--- src/rtl/dir_select_ctrl.sv ---
// dir_select_ctrl: synchronises and debounces up/down buttons into a registered direction level
module dir_select_ctrl #(
  parameter int DEBOUNCE_CYCLES = 4,
  parameter int CNT_W = 3
) (
  input  logic Clk,
  input  logic reset,
  input  logic btn_up,
  input  logic btn_down,
  output logic x,
  output logic x_chg,
  output logic lock,
  output logic up_db,
  output logic down_db
);
  typedef enum logic [1:0] {S_DOWN, S_UP, S_LOCK} state_t;
  localparam logic [CNT_W-1:0] LAST = CNT_W'(DEBOUNCE_CYCLES - 1);
  state_t state_q;
  logic [1:0] s1_q, s2_q, db_q, dbp_q, press;
  logic [CNT_W-1:0] cnt_q [2];
  logic x_q, x_chg_q, lock_q, lock_in;
  assign press = db_q & ~dbp_q;
  // a press while the other button is already held (or pressed together) is ambiguous
  assign lock_in = (press[0] & db_q[1]) | (press[1] & db_q[0]);
  always_ff @(posedge Clk) begin
    if (reset) begin
      s1_q <= '0;
      s2_q <= '0;
      db_q <= '0;
      dbp_q <= '0;
      cnt_q[0] <= '0;
      cnt_q[1] <= '0;
    end else begin
      s1_q <= {btn_down, btn_up};
      s2_q <= s1_q;
      dbp_q <= db_q;
      for (int i = 0; i < 2; i++)
        if (s2_q[i] == db_q[i]) cnt_q[i] <= '0;
        else if (cnt_q[i] == LAST) begin
          db_q[i] <= s2_q[i];
          cnt_q[i] <= '0;
        end else cnt_q[i] <= cnt_q[i] + 1'b1;
    end
  end
  always_ff @(posedge Clk) begin
    if (reset) begin
      state_q <= S_DOWN;
      x_q <= 1'b0;
      x_chg_q <= 1'b0;
      lock_q <= 1'b0;
    end else begin
      x_chg_q <= 1'b0;
      if (state_q == S_LOCK) begin
        if (db_q == 2'b00) begin
          state_q <= x_q ? S_UP : S_DOWN;
          lock_q <= 1'b0;
        end
      end else if (lock_in) begin
        state_q <= S_LOCK;
        lock_q <= 1'b1;
      end else if (state_q == S_DOWN && press[0]) begin
        state_q <= S_UP;
        x_q <= 1'b1;
        x_chg_q <= 1'b1;
      end else if (state_q == S_UP && press[1]) begin
        state_q <= S_DOWN;
        x_q <= 1'b0;
        x_chg_q <= 1'b1;
      end
    end
  end
  assign x = x_q;
  assign x_chg = x_chg_q;
  assign lock = lock_q;
  assign up_db = db_q[0];
  assign down_db = db_q[1];
endmodule

--- config.mk ---
export PLATFORM = sky130hd
export DESIGN_NAME = dir_select_ctrl
export DESIGN_NICKNAME = d
export VERILOG_FILES = /design/src/rtl/dir_select_ctrl.sv
export SDC_FILE = /design/constraint.sdc
export NUM_CORES = 1
export LEC_CHECK = 0
export ABC_CLOCK_PERIOD_IN_PS = 2680
export CORE_UTILIZATION = 56
export DETAILED_ROUTE_END_ITERATION = 8
export PLACE_DENSITY = 0.86
export SYNTH_ARGS = -nofsm -noshare
export SYNTH_HDL_FRONTEND = slang
export SYNTH_SLANG_ARGS = --single-unit
--- constraint.sdc ---
create_clock -name Clk -period 2.68 [get_ports Clk]
set_input_delay 0.402 -clock Clk [delete_from_list [all_inputs] [get_ports Clk]]
set_output_delay 0.402 -clock Clk [all_outputs]
set_load 0.005 [all_outputs]
==> results.sh, run 1 <==
export IMPL_hold_viol=0
export IMPL_yosysUniqueCellTypes=27
export IMPL_start_util_pct=62.0
export IMPL_io_pins=9
export IMPL_cpPeakStageDelay_ns=0.57
export IMPL_fin_area_um2=965
export IMPL_finalClockSkew_ns=0.000985
export IMPL_pre_cts_ws_ns=1.03
export IMPL_placed_cell_area_um2=938
export IMPL_cts_tree="built"
export IMPL_dieArea_um2=1630
export IMPL_pwr_share_comb_pct=5.0
export IMPL_ctsHoldBuffers=0
export IMPL_grt_pass1_vias=472
export IMPL_final_nets=107
export IMPL_cts_root_buf="clkbuf_4"
export IMPL_setup_tns_ns=0
export IMPL_startpoint_type="register"
export IMPL_outcome="complete, no violations"
export IMPL_cp_arrival_ns=1.42
export IMPL_drc=0
export IMPL_syn_area_um2=827
export IMPL_crit_path_max_fanout=12
export IMPL_core_area_um2=1330
export IMPL_power_switching_uw=95.0
export IMPL_grt_max_degree=16
export IMPL_grt_overflow_total=0
export IMPL_power_share_sequential_pct=65.6
export IMPL_crit_required_ns=2.28
export IMPL_internal_power_uw=374
export IMPL_synth_mux_area_share_pct=2.42
export IMPL_syn2layout_area_growth_pct=16.6
export IMPL_vias=570
export IMPL_numCtsBuffers=3
export IMPL_drive_above_1_share_pct=6.12
export IMPL_fmax_ghz=0.549
export IMPL_die_height_um=40.4
export IMPL_rsz0062_at_grt="no"
export IMPL_ys_warnings_count=0
export IMPL_reg2reg_to="state_q[0]$_SDFFE_PP0P_"
export IMPL_r2r_worst_path_cells=4
export IMPL_hold_class="reg2reg"
export IMPL_crit_chain="clkdlybuf4s50_1"
export IMPL_diodes=0
export IMPL_setup_viol=0
export IMPL_synth_fa_ha_area_share_pct=6.05
export IMPL_port_buffers=8
export IMPL_rows=13
export IMPL_timing_final_ws_setup_ns=0.857
export IMPL_drt_vias_per_instance=5.04
export IMPL_p_per_area_nw_per_um2=486
export IMPL_syn_inst=83
export IMPL_cts_setup_buffers=0
export IMPL_cts_buffer_depth=2
export IMPL_path_depth=1
export IMPL_drt_wl_total_um=1160
export IMPL_dpl_hpwl_um=844
export IMPL_critical_path_buf_inv_count=1
export IMPL_irDropWorstVdd_uv=368
export IMPL_drtIter0Drc=4
export IMPL_final_max_slew_viol_count=0
export IMPL_drv_cap=0
export IMPL_antenna_found_initial=0
export IMPL_path_clk_slew_ns=0.10
export IMPL_synthSimpleGateAreaFrac_pct=24.1
export IMPL_r2r_start="db_q[0]$_SDFFE_PP0N_"
export IMPL_first_pass_iters=2
export IMPL_crit_end="down_db"
export IMPL_synth_area_per_cell_um2=9.96
export IMPL_ctsHtreeMaxLevel=1
export IMPL_cp_end_kind="primary output"
export IMPL_synth_seq_area_share_pct=53.3
export IMPL_track_usage_pct=18.4
export IMPL_crit_path_top_delay_cell="clkdlybuf4s50_1"
export IMPL_routedWlPerCell_um=10.2
export IMPL_synth_top_family_by_area="simple AND/OR/NAND/NOR gates"
export IMPL_die_w_um=40.4
export IMPL_ys_seq_elements=19
export IMPL_clockPowerShare_pct=29.4
export IMPL_regToRegSetupSlack_ns=1.05
export IMPL_clock_sinks=19
export IMPL_grt_pass1_wl_um=1920
export IMPL_path_delay_family="buffers and inverters"
export IMPL_synthXorXnorAreaFrac_pct=2.12
export IMPL_drtAntennaViolNets=0
export IMPL_period_needed_ns=1.82
export IMPL_synth_compound_area_share_pct=7.72
export IMPL_worstSetupPathType="reg2out"
export IMPL_gp_congestion=0.659
export IMPL_finalCritPeriodShare_pct=68.0
export IMPL_switching_share_pct=20.2
export IMPL_clock_latency_ns=0.29
export IMPL_cts_resized=0
export IMPL_cellLeakagePower_uw=0.000372
export IMPL_crit_start="db_q[1]$_SDFFE_PP0P_"
synth_stat cells:
cell type | n | area (um2)
dfxtp_1 | 13 | 260
nor2_1 | 13 | 48.8
edfxtp_1 | 6 | 180
nor2b_1 | 6 | 37.5
a21oi_1 | 5 | 25.0
inv_1 | 5 | 18.8
ha_1 | 4 | 50.1
nor3_1 | 4 | 20.0
nand2_1 | 3 | 11.3
buf_2 | 2 | 10.0
mux2i_1 | 2 | 20.0
nand2b_1 | 2 | 12.5
o21ai_0 | 2 | 10.0
or3_1 | 2 | 12.5
xnor2_1 | 2 | 17.5
a221oi_2 | 1 | 15.0
a31oi_1 | 1 | 6.26
and2b_2 | 1 | 8.76
clkbuf_1 | 1 | 3.75
conb_1 | 1 | 3.75
nand3b_1 | 1 | 7.51
nor4b_1 | 1 | 8.76
nor4bb_1 | 1 | 10.0
o21bai_1 | 1 | 7.51
or2_1 | 1 | 6.26
or2b_1 | 1 | 7.51
or4_1 | 1 | 7.51
flip-flops by register name (all words and copies together) (netlist names):
name     flops
db_q         2
s1_q         2
x            1
dbp_q        2
s2_q         2
x_chg        1
cnt_q        6
lock         1
state_q      2
power by group through the flow:
stage	Clock, uW	Combinational, uW	Sequential (uW)
2_1_floorplan	0	14.9	313
3_3_place_gp	0	22.6	314
3_5_place_dp	0	23.3	314
4_1_cts	140	23.8	308
5_1_grt	153	27.3	309
6_report	138	23.6	308
cells in the final DEF, fill, tap and decap left out:
cell type,count
nor2_1,13
dfxtp_1,13
clkdlybuf4s50_1,8
nor2b_1,6
edfxtp_1,6
conb_1,6
inv_1,5
a21oi_1,5
nor3_1,4
ha_1,4
nand2_1,3
clkbuf_4,3
o21ai_0,2
xnor2_1,2
or3_1,2
nand2b_1,2
mux2i_1,2
nor4b_1,1
nor4bb_1,1
o21bai_1,1
or2b_1,1
or2_1,1
or4_1,1
and2b_2,1
a31oi_1,1
nand3b_1,1
a221oi_2,1
clkbuf_1,1
buf_4,1
through the flow:
| step | total power, uW | hold slack [ns] | util [%] | std cells |
|---|---|---|---|---|
| after floorplan | 328 | 0.414 | - | 88 |
| after global placement | 337 | 0.417 | 70.4 | 109 |
| after detailed placement | 338 | 0.433 | 70.4 | 109 |
| after CTS | 471 | 0.455 | 72.3 | 113 |
| after global routing | 489 | 0.460 | 72.3 | 113 |
| final | 469 | 0.451 | 72.3 | 113 |
worst reg2reg max path, stage by stage, from the launching register on:
cell	delay [ns]
dfxtp_1	0.56
nor4b_1	0.44
and2b_2	0.24
a31oi_1	0.05
a221oi_2	0.27
cell families after synthesis:
logic type,Yosys count
flops,19
xor+xnor,2
other cells,1
simple gates,37
buf+inv,8
compound gates,10
mux,2
fa+ha+maj,4
worst min path at each step:
stage                               endpoint  cells after the start  slack (ns)          startpoint
after floorplan           s2_q[0]$_SDFF_PP0_                      1        0.41  s1_q[0]$_SDFF_PP0_
after global placement    s2_q[0]$_SDFF_PP0_                      1        0.42  s1_q[0]$_SDFF_PP0_
after detailed placement  s2_q[0]$_SDFF_PP0_                      1        0.43  s1_q[0]$_SDFF_PP0_
after CTS                 s2_q[0]$_SDFF_PP0_                      1        0.46  s1_q[0]$_SDFF_PP0_
after global routing      s2_q[0]$_SDFF_PP0_                      1        0.46  s1_q[0]$_SDFF_PP0_
final                     s2_q[0]$_SDFF_PP0_                      1        0.45  s1_q[0]$_SDFF_PP0_
cell type report:
cell class / count / area, um2
Clock buffer: 4 / 26.3
Fill cell: 98 / 369
Inverter: 5 / 18.8
Multi-Input combinational cell: 61 / 373
Sequential cell: 19 / 440
Tap cell: 15 / 18.8
Timing Repair Buffer: 9 / 87.6
metal layers:
layer	vias to the layer above	share of wire, %	track usage (%)
met5	-	0	0
met4	0	2.1	10.0
met3	4	3.6	5.00
met2	10	47	30.6
met1	252	47	21.3
li1	304	-	-
(Power assumes the default switching activity.)
==> run 2, diff against run 1 <==
==> config.mk (replaced) <==
export PLATFORM = sky130hd
export DESIGN_NAME = dir_select_ctrl
export DESIGN_NICKNAME = d
export VERILOG_FILES = /design/src/rtl/dir_select_ctrl.sv
export SDC_FILE = /design/constraint.sdc
export NUM_CORES = 1
export LEC_CHECK = 0
export ABC_CLOCK_PERIOD_IN_PS = 1500
export CORE_ASPECT_RATIO = 1.25
export CORE_UTILIZATION = 47
export DETAILED_ROUTE_END_ITERATION = 8
export PLACE_DENSITY = 0.78
export SYNTH_ARGS = -nofsm -noshare
export SYNTH_HDL_FRONTEND = slang
export SYNTH_SLANG_ARGS = --single-unit
==> constraint.sdc (replaced) <==
create_clock -name Clk -period 1.5 [get_ports Clk]
set_input_delay 0.225 -clock Clk [delete_from_list [all_inputs] [get_ports Clk]]
set_output_delay 0.225 -clock Clk [all_outputs]
set_load 0.005 [all_outputs]
==> results.sh, run 2 (synthesized netlist as in run 1, its figures left out) <==
export IMPL_die_height_um=48.9
export IMPL_drt_vias_per_instance=5.23
export IMPL_clock_latency_ns=0.31
export IMPL_cp_arrival_ns=1.66
export IMPL_hold_viol=0
export IMPL_final_core_utilization_pct=69.5
export IMPL_irDropWorstVdd_uv=639
export IMPL_cp_end_kind="register"
export IMPL_pre_cts_ws_ns=0.0163
export IMPL_path_clk_slew_ns=0.09
export IMPL_crit_path_max_fanout=5
export IMPL_fmax_ghz=0.694
export IMPL_track_usage_pct=16.5
export IMPL_crit_required_ns=1.72
export IMPL_drtAntennaViolNets=0
export IMPL_die_w_um=39.5
export IMPL_finalPower_uw=858
export IMPL_grt_pass1_vias=579
export IMPL_finalClockSkew_ns=0.0102
export IMPL_layout_common_cells="nor2_1 (12), buf_4 (11), dfxtp_1 (10)"
export IMPL_io_pins=9
export IMPL_cellLeakagePower_uw=0.000470
export IMPL_final_nets=119
export IMPL_drc=0
export IMPL_clock_sinks=19
export IMPL_antenna_found_initial=0
export IMPL_dpl_hpwl_um=969
export IMPL_regMostFlops="cnt_q"
export IMPL_num_fill_cells=129
export IMPL_layout_cells_most_common="nor2_1"
export IMPL_cts_root_buf="clkbuf_4"
export IMPL_core_area_um2=1600
export IMPL_hold_class="reg2reg"
export IMPL_timing_final_ws_setup_ns=0.0589
export IMPL_final_max_slew_viol_count=0
export IMPL_rows=16
export IMPL_routedWlPerCell_um=11.1
export IMPL_first_pass_iters=4
export IMPL_startpoint_type="register"
export IMPL_numCtsBuffers=3
export IMPL_drive_above_1_share_pct=27.3
export IMPL_ctsHtreeMaxLevel=1
export IMPL_port_buffers=8
export IMPL_syn2layout_area_growth_pct=34.5
export IMPL_cts_buffer_depth=2
export IMPL_p_per_area_nw_per_um2=771
export IMPL_vias=669
export IMPL_period_needed_ns=1.44
export IMPL_largest_reg_flops=6
export IMPL_grt_pass1_wl_um=2190
export IMPL_start_util_pct=51.6
export IMPL_grt_overflow_total=0
export IMPL_grt_max_degree=12
export IMPL_drv_cap=0
export IMPL_drtIter0Drc=9
export IMPL_dieArea_um2=1930
export IMPL_cts_tree="built"
export IMPL_setup_viol=0
export IMPL_worstSetupPathType="reg2reg"
export IMPL_drt_wl_total_um=1420
export IMPL_setup_tns_ns=0
export IMPL_outcome="complete, no violations"
export IMPL_gp_congestion=0.853
export IMPL_finalCritPeriodShare_pct=96.1
export IMPL_diodes=0
-- run 2: what timing repair did --
action | CTS | global route
hold buffers | 0 | 0
resized for setup | 9 | 9
cloned | 0 | 0
endpoints found under the setup margin | 4 | 7
setup buffers | 5 | 2
pin swaps | 2 | 2
-- run 2: area by class of cell --
cell class              instances  area [um2]  share of cell area, %
clock inverters                 1        5.00                  0.450
clock buffers                   3        22.5                   2.02
flip-flops and latches         19         449                   40.4
repair buffers                 21         183                   16.4
well taps                      18        22.5                   2.02
multi-input cells              61         412                   37.0
inverters                       5        18.8                   1.69
-- run 2: report_power, final --
part           internal, uW  switching [uW]  total [uW]  leakage (uW)
registers               540            6.02         546      0.000170
clock network          99.7             156         256     0.0000177
logic                  30.8            24.7        55.5      0.000283
total                   670             187         858      0.000470
-- run 2: worst max-delay path, cell delays in order (launching register included) --
cell,delay (ns)
dfxtp_4,0.37
buf_6,0.12
nand2_4,0.06
nor3_1,0.04
or4_1,0.53
a221oi_2,0.24
-- run 2: final timing paths --
| check | start | endpoint | slack (ns) | depth (start not counted) |
|---|---|---|---|---|
| worst min-delay path | s1_q[0]$_SDFF_PP0_ | s2_q[0]$_SDFF_PP0_ | 0.45 | 1 |
| worst min register to register | s1_q[0]$_SDFF_PP0_ | s2_q[0]$_SDFF_PP0_ | 0.45 | 1 |
| worst max register to register | db_q[0]$_SDFFE_PP0N_ | state_q[0]$_SDFFE_PP0P_ | 0.06 | 5 |
| worst max-delay path | db_q[0]$_SDFFE_PP0N_ | state_q[0]$_SDFFE_PP0P_ | 0.06 | 5 |
-- run 2: routing by layer --
layer | global-route usage, % | wire length (um) | share of wire, %
met1 | 18.7 | 578 | 41
met2 | 25.1 | 713 | 50
met3 | 4.57 | 74 | 5.2
met4 | 11.5 | 57 | 4.0
met5 | 0 | 0 | 0
-- run 2: stage by stage --
step | instance area [um2] | hold slack [ns] | std cells
floorplan | 846 | 0.297 | 88
global placement | 980 | 0.417 | 117
detailed placement | 980 | 0.431 | 117
CTS | 1060 | 0.460 | 126
global route | 1110 | 0.472 | 128
finish | 1110 | 0.454 | 128
